File: src/rtl/wisc_pkg.sv
// Shared WISC execute-stage definitions: widths, opcodes, condition codes,
// controller state encoding and flag bit positions.
package wisc_pkg;

    localparam int unsigned DW  = 16;
    localparam int unsigned CW  = 3;
    localparam int unsigned OPW = 4;
    localparam int unsigned RDW = 4;
    localparam int unsigned FW  = 3;

    localparam logic [OPW-1:0] OP_ADD    = 4'h0;
    localparam logic [OPW-1:0] OP_SUB    = 4'h1;
    localparam logic [OPW-1:0] OP_XOR    = 4'h2;
    localparam logic [OPW-1:0] OP_RED    = 4'h3;
    localparam logic [OPW-1:0] OP_SLL    = 4'h4;
    localparam logic [OPW-1:0] OP_SRA    = 4'h5;
    localparam logic [OPW-1:0] OP_ROR    = 4'h6;
    localparam logic [OPW-1:0] OP_PADDSB = 4'h7;
    localparam logic [OPW-1:0] OP_LW     = 4'h8;
    localparam logic [OPW-1:0] OP_SW     = 4'h9;
    localparam logic [OPW-1:0] OP_LHB    = 4'hA;
    localparam logic [OPW-1:0] OP_LLB    = 4'hB;
    localparam logic [OPW-1:0] OP_B      = 4'hC;
    localparam logic [OPW-1:0] OP_BR     = 4'hD;
    localparam logic [OPW-1:0] OP_PCS    = 4'hE;
    localparam logic [OPW-1:0] OP_HLT    = 4'hF;

    localparam logic [CW-1:0] CC_NE = 3'b000;
    localparam logic [CW-1:0] CC_EQ = 3'b001;
    localparam logic [CW-1:0] CC_GT = 3'b010;
    localparam logic [CW-1:0] CC_LT = 3'b011;
    localparam logic [CW-1:0] CC_GE = 3'b100;
    localparam logic [CW-1:0] CC_LE = 3'b101;
    localparam logic [CW-1:0] CC_OV = 3'b110;
    localparam logic [CW-1:0] CC_UN = 3'b111;

    localparam int unsigned FLG_Z = 2;
    localparam int unsigned FLG_V = 1;
    localparam int unsigned FLG_N = 0;

    typedef enum logic [1:0] {
        RUN  = 2'd0,
        HOLD = 2'd1,
        HALT = 2'd2
    } state_t;

    function automatic logic is_branch(input logic [OPW-1:0] op);
        return (op == OP_B) || (op == OP_BR);
    endfunction

endpackage

File: src/rtl/br_cond_eval.sv
// Combinational branch condition evaluator over the {Z,V,N} flag register.
module br_cond_eval
    import wisc_pkg::*;
(
    input  logic [CW-1:0] cond,
    input  logic [FW-1:0] flags,
    output logic          take
);

    logic w_z;
    logic w_v;
    logic w_n;

    assign w_z = flags[FLG_Z];
    assign w_v = flags[FLG_V];
    assign w_n = flags[FLG_N];

    always_comb begin
        take = 1'b0;
        case (cond)
            CC_NE:   take = !w_z;
            CC_EQ:   take = w_z;
            CC_GT:   take = !w_z && !w_n;
            CC_LT:   take = w_n;
            CC_GE:   take = w_z || (!w_z && !w_n);
            CC_LE:   take = w_n || w_z;
            CC_OV:   take = w_v;
            CC_UN:   take = 1'b1;
            default: take = 1'b0;
        endcase
    end

endmodule

File: src/rtl/alu_exec_ctrl.sv
// WISC execute-stage controller: ID handshake, flag register, branch resolution,
// HLT handling and a registered result slot toward MEM.
// Optional performance counters are enabled with the macro ALU_EXEC_PERF_EN.
module alu_exec_ctrl
    import wisc_pkg::*;
(
    input  logic            clk,
    input  logic            rst,
    input  logic            in_valid,
    output logic            in_ready,
    input  logic [OPW-1:0]  in_opcode,
    input  logic [CW-1:0]   in_cond,
    input  logic [RDW-1:0]  in_rd,
    output logic [OPW-1:0]  alu_op,
    input  logic [DW-1:0]   alu_res,
    input  logic            alu_ovf,
    output logic            out_valid,
    input  logic            out_ready,
    output logic [DW-1:0]   out_res,
    output logic [RDW-1:0]  out_rd,
    output logic [OPW-1:0]  out_opcode,
    output logic            br_taken,
    output logic [FW-1:0]   flags,
    output logic            halted
`ifdef ALU_EXEC_PERF_EN
    ,
    output logic [15:0]     perf_retired,
    output logic [15:0]     perf_stall,
    output logic [15:0]     perf_taken
`endif
);

    state_t          r_state;
    state_t          w_state_nxt;
    logic            r_out_valid;
    logic [DW-1:0]   r_out_res;
    logic [RDW-1:0]  r_out_rd;
    logic [OPW-1:0]  r_out_opcode;
    logic            r_br_taken;
    logic [FW-1:0]   r_flags;
    logic            r_halted;
    logic            w_accept;
    logic            w_accept_hlt;
    logic            w_take;
    logic            w_res_zero;

    assign alu_op       = in_opcode;
    assign in_ready     = (r_state != HALT) && (!r_out_valid || out_ready);
    assign w_accept     = in_valid && in_ready;
    assign w_accept_hlt = w_accept && (in_opcode == OP_HLT);
    assign w_res_zero   = (alu_res == '0);

    assign out_valid  = r_out_valid;
    assign out_res    = r_out_res;
    assign out_rd     = r_out_rd;
    assign out_opcode = r_out_opcode;
    assign br_taken   = r_br_taken;
    assign flags      = r_flags;
    assign halted     = r_halted;

    br_cond_eval u_br_cond_eval (
        .cond  (in_cond),
        .flags (r_flags),
        .take  (w_take)
    );

    always_ff @(posedge clk or posedge rst) begin
        if (rst) r_state <= RUN;
        else     r_state <= w_state_nxt;
    end

    // HOLD tracks a result stalled by MEM; HALT is sticky until reset
    always_comb begin
        w_state_nxt = r_state;
        case (r_state)
            RUN: begin
                if (w_accept_hlt)                     w_state_nxt = HALT;
                else if (r_out_valid && !out_ready)   w_state_nxt = HOLD;
            end
            HOLD: begin
                if (w_accept_hlt)                     w_state_nxt = HALT;
                else if (out_ready)                   w_state_nxt = RUN;
            end
            HALT:                                     w_state_nxt = HALT;
            default:                                  w_state_nxt = RUN;
        endcase
    end

    // Result slot: overwritten on accept, drained when MEM takes it
    always_ff @(posedge clk or posedge rst) begin
        if (rst) begin
            r_out_valid  <= 1'b0;
            r_out_res    <= '0;
            r_out_rd     <= '0;
            r_out_opcode <= '0;
            r_br_taken   <= 1'b0;
        end else if (w_accept) begin
            r_out_valid  <= 1'b1;
            r_out_res    <= alu_res;
            r_out_rd     <= in_rd;
            r_out_opcode <= in_opcode;
            r_br_taken   <= is_branch(in_opcode) && w_take;
        end else if (out_ready) begin
            r_out_valid  <= 1'b0;
        end
    end

    always_ff @(posedge clk or posedge rst) begin
        if (rst) begin
            r_flags <= '0;
        end else if (w_accept) begin
            case (in_opcode)
                OP_ADD, OP_SUB:                 r_flags <= {w_res_zero, alu_ovf, alu_res[DW-1]};
                OP_XOR, OP_SLL, OP_SRA, OP_ROR: r_flags[FLG_Z] <= w_res_zero;
                default:                        r_flags <= r_flags;
            endcase
        end
    end

    always_ff @(posedge clk or posedge rst) begin
        if (rst)                                                r_halted <= 1'b0;
        else if ((r_state == HALT) && r_out_valid && out_ready) r_halted <= 1'b1;
    end

`ifdef ALU_EXEC_PERF_EN
    logic [15:0] r_perf_retired;
    logic [15:0] r_perf_stall;
    logic [15:0] r_perf_taken;
    logic        w_retire;
    logic        w_stall;

    assign w_retire     = r_out_valid && out_ready;
    assign w_stall      = in_valid && !in_ready && (r_state != HALT);
    assign perf_retired = r_perf_retired;
    assign perf_stall   = r_perf_stall;
    assign perf_taken   = r_perf_taken;

    // Saturating event counters
    always_ff @(posedge clk or posedge rst) begin
        if (rst) begin
            r_perf_retired <= '0;
            r_perf_stall   <= '0;
            r_perf_taken   <= '0;
        end else begin
            if (w_retire && (r_perf_retired != 16'hFFFF))
                r_perf_retired <= r_perf_retired + 16'd1;
            if (w_stall && (r_perf_stall != 16'hFFFF))
                r_perf_stall <= r_perf_stall + 16'd1;
            if (w_retire && r_br_taken && (r_perf_taken != 16'hFFFF))
                r_perf_taken <= r_perf_taken + 16'd1;
        end
    end
`endif

endmodule

File: config.mk
export PLATFORM = sky130hd
export DESIGN_NAME = alu_exec_ctrl
export DESIGN_NICKNAME = d
export VERILOG_FILES = /design/src/rtl/wisc_pkg.sv /design/src/rtl/br_cond_eval.sv /design/src/rtl/alu_exec_ctrl.sv
export SDC_FILE = /design/constraint.sdc
export NUM_CORES = 1
export LEC_CHECK = 0
export CORE_MARGIN = 2
export CORE_UTILIZATION = 43
export DETAILED_ROUTE_END_ITERATION = 16
export GPL_ROUTABILITY_DRIVEN = 0
export GPL_TIMING_DRIVEN = 0
export PLACE_DENSITY = 0.8
export SLEW_MARGIN = 30
export SYNTH_ARGS = -nofsm -noshare
export SYNTH_HDL_FRONTEND = slang
export SYNTH_SLANG_ARGS = --single-unit
File: constraint.sdc
create_clock -name clk -period 2.9 [get_ports clk]
set_input_delay 0.58 -clock clk [delete_from_list [all_inputs] [get_ports clk]]
set_output_delay 0.58 -clock clk [all_outputs]
set_load 0.05 [all_outputs]
==> summary.md <==
| Metric | Value |
|---|---|
| Post-synth EDFFs | 0 |
| Max VDD drop | 0.413 mV |
| Power Dens Cells | 745 mW/mm2 |
| Worst-path maximum fanout | 3 |
| Post-DP Area | 0.00209 mm2 |
| Internal power | 0.948 mW |
| Antenna cells | 0 |
| Initial antenna violation count | 0 |
| Cell count after placement | 210 |
| Vias in the first global route | 1099 |
| Total power | 1.60 mW |
| Final Cell Area | 0.00215 mm2 |
| Startpoint types | input pin |
| Setup WS post-layout | 181 ps |
| Sequential share of power | 0.370 |
| FF+latch count, synth | 32 |
| Cell row count | 20 |
| # fillers | 238 |
| Sw Pwr | 0.654 mW |
| Wire per inst | 15.2 um |
| I/O Buffers | 66 |
| # resized after CTS | 0 |
| Critical Path AT | 2140 ps |
| Setup_tns | 0 ps |
| Total setup buffers inserted after CTS | 0 |
| Status | finished, final reports clean |
| Endpoints failing hold | 0 |
| Sequential share of the synthesized area | 0.583 |
| Final setup viols | 0 |
| Setup slack at placement | 178 ps |
| Gr ovfl total | 0 |
| First-pass GRT wire length | 5260 um |
| Vias | 1090 |
| Mapped Nets | 132 |
| Worst-Skew Late Latency | 330 ps |
| Vias/cell | 5.00 |
| Most frequent cells in the layout | 66 x clkdlybuf4s50_1, 32 x dfrtp_1, 25 x mux2_2 |
| WS Path Type | in2out |
| CTS tree | yes |
| Worst-path clk slew | 90 ps |
| Slew Limit Fails | 0 |
| Hold WC Path Type | reg2reg |
| Dpl hpwl | 2590 um |
| Ys async rst share | 1.00 |
| # hold bufs at CTS | 0 |
| Critical Path End Type | primary output |
| RSZ-0062 raised after global routing | false |
| Final clock skew | 5.48 ps |
| Leakage | 0.880 nW |
| Die Width | 60.5 um |
| Power share of the clock group | 0.164 |
| Post-route ant nets | 0 |
| Die area | 0.00366 mm2 |
| Most common cell after layout, fill and taps aside | clkdlybuf4s50_1 |
| Slew headroom | 0.568 |
| Die Y | 60.5 um |
| Core footprint | 0.00305 mm2 |
| Nets | 205 |
| FMAX | 368 MHz |
| DRT iter0 DRCs | 45 |
| Max_cap viols | 0 |
| Largest net degree at the start of global routing | 33 |
| Synthesized area per cell | 13.7 um2 |
| H-tree levels | 2 |
| Logic pwr share | 0.467 |
| GR Util All Layers | 0.201 |
| Clk sink count | 32 |
| Max clock buf depth | 2 |
| Initial core utilization | 0.450 |
| Critical path required time | 2320 ps |
| Worst-Margin Slew | 648 ps |
| Share of cells above drive strength 1 | 0.264 |
| Final worst path period share | 0.938 |
| # IOs | 67 |
| Total CTS buffers | 5 |
| Synthesized area | 0.00137 mm2 |
| Distinct cells, synth | 25 |
| Tmin final | 2720 ps |
| Area growth syn-to-layout | 56.4% |
| Root Buffer | clkbuf_4 |
| Sw Ratio | 0.408 |
| Pre-antenna DRT Iters | 4 |
| Top_reg_cell synth | dfrtp_1 |
| Synth Warn # | 0 |
| Post-Synthesis Cells | 100 |
| Final cell count without fillers | 218 |
| DRT Wirelength | 3310 um |
| # DRC | 0 |
## path summary, 6_finish.rpt
path                        endpoint  startpoint  cells after the start  slack [ps]
max                         in_ready   out_ready                      4         180
max in group asynchronous  out_rd[0]         rst                      2        1820
min                           halted      halted                      1         480
max reg2reg                 flags[1]  r_state[1]                      4        1370
min reg2reg                   halted      halted                      1         480
min in group asynchronous     halted         rst                      2         660
## metrics by stage
stage	utilization	hold WS, ps
detailed placement	0.684	472
global placement	0.684	459
CTS	0.704	496
finish	0.704	485
floorplan	-	454
global route	0.704	535
## metal layers
layer | vias up | global-route usage | share of wire
met4 | 0 | 0.0932 | 0.015
met1 | 530 | 0.215 | 0.38
met3 | 5 | 0.0618 | 0.072
met5 | - | 0 | 0
met2 | 47 | 0.363 | 0.54
li1 | 508 | - | -
## cells by family after synthesis
family	after synthesis	synth area share
mux	28	0.234
compound gates	6	0.0337
buf+inv	9	0.0383
simple gates	25	0.111
flops	32	0.583
## power by group through the flow
stage	combinational, mW	clock [mW]	sequential [mW]
floorplan	0.158	0	0.914
CTS	0.755	0.270	0.593
detailed placement	0.753	0	0.602
global placement	0.743	0	0.593
global route	0.783	0.289	0.606
finish	0.748	0.262	0.592
## synth_stat cells (2+ instances only)
library cell / number / area share
dfrtp_1: 32 / 0.58
nor4_1: 5 / 0.023
nor2_1: 3 / 0.0082
mux2_2: 25 / 0.20
nor3_1: 3 / 0.011
nand3b_1: 2 / 0.011
mux2_4: 2 / 0.022
inv_1: 2 / 0.0055
buf_4: 4 / 0.022
nand2_1: 4 / 0.011
buf_2: 3 / 0.011
nand2b_2: 2 / 0.013
## worst max-delay path, stage by stage
cell             delay [ps]
clkdlybuf4s50_1         500
nand2b_2                150
and2_1                  120
clkdlybuf4s50_1         790
## sequential cells by signal (all words and copies together) (netlist names)
name        count
r_state         2
out_valid       1
out_rd          4
out_opcode      4
flags           3
br_taken        1
out_res        16
halted          1
## final cells by class
class / instances / area, um2 / share of cell area
flip-flops and latches: 32 / 801 / 0.373
repair buffers: 66 / 661 / 0.308
multi-input cells: 59 / 520 / 0.242
clock buffers: 8 / 58.8 / 0.0274
well taps: 44 / 55.1 / 0.0256
plain buffers: 7 / 45.0 / 0.0210
inverters: 2 / 7.51 / 0.00349
Power figures use the tool's default switching activity.
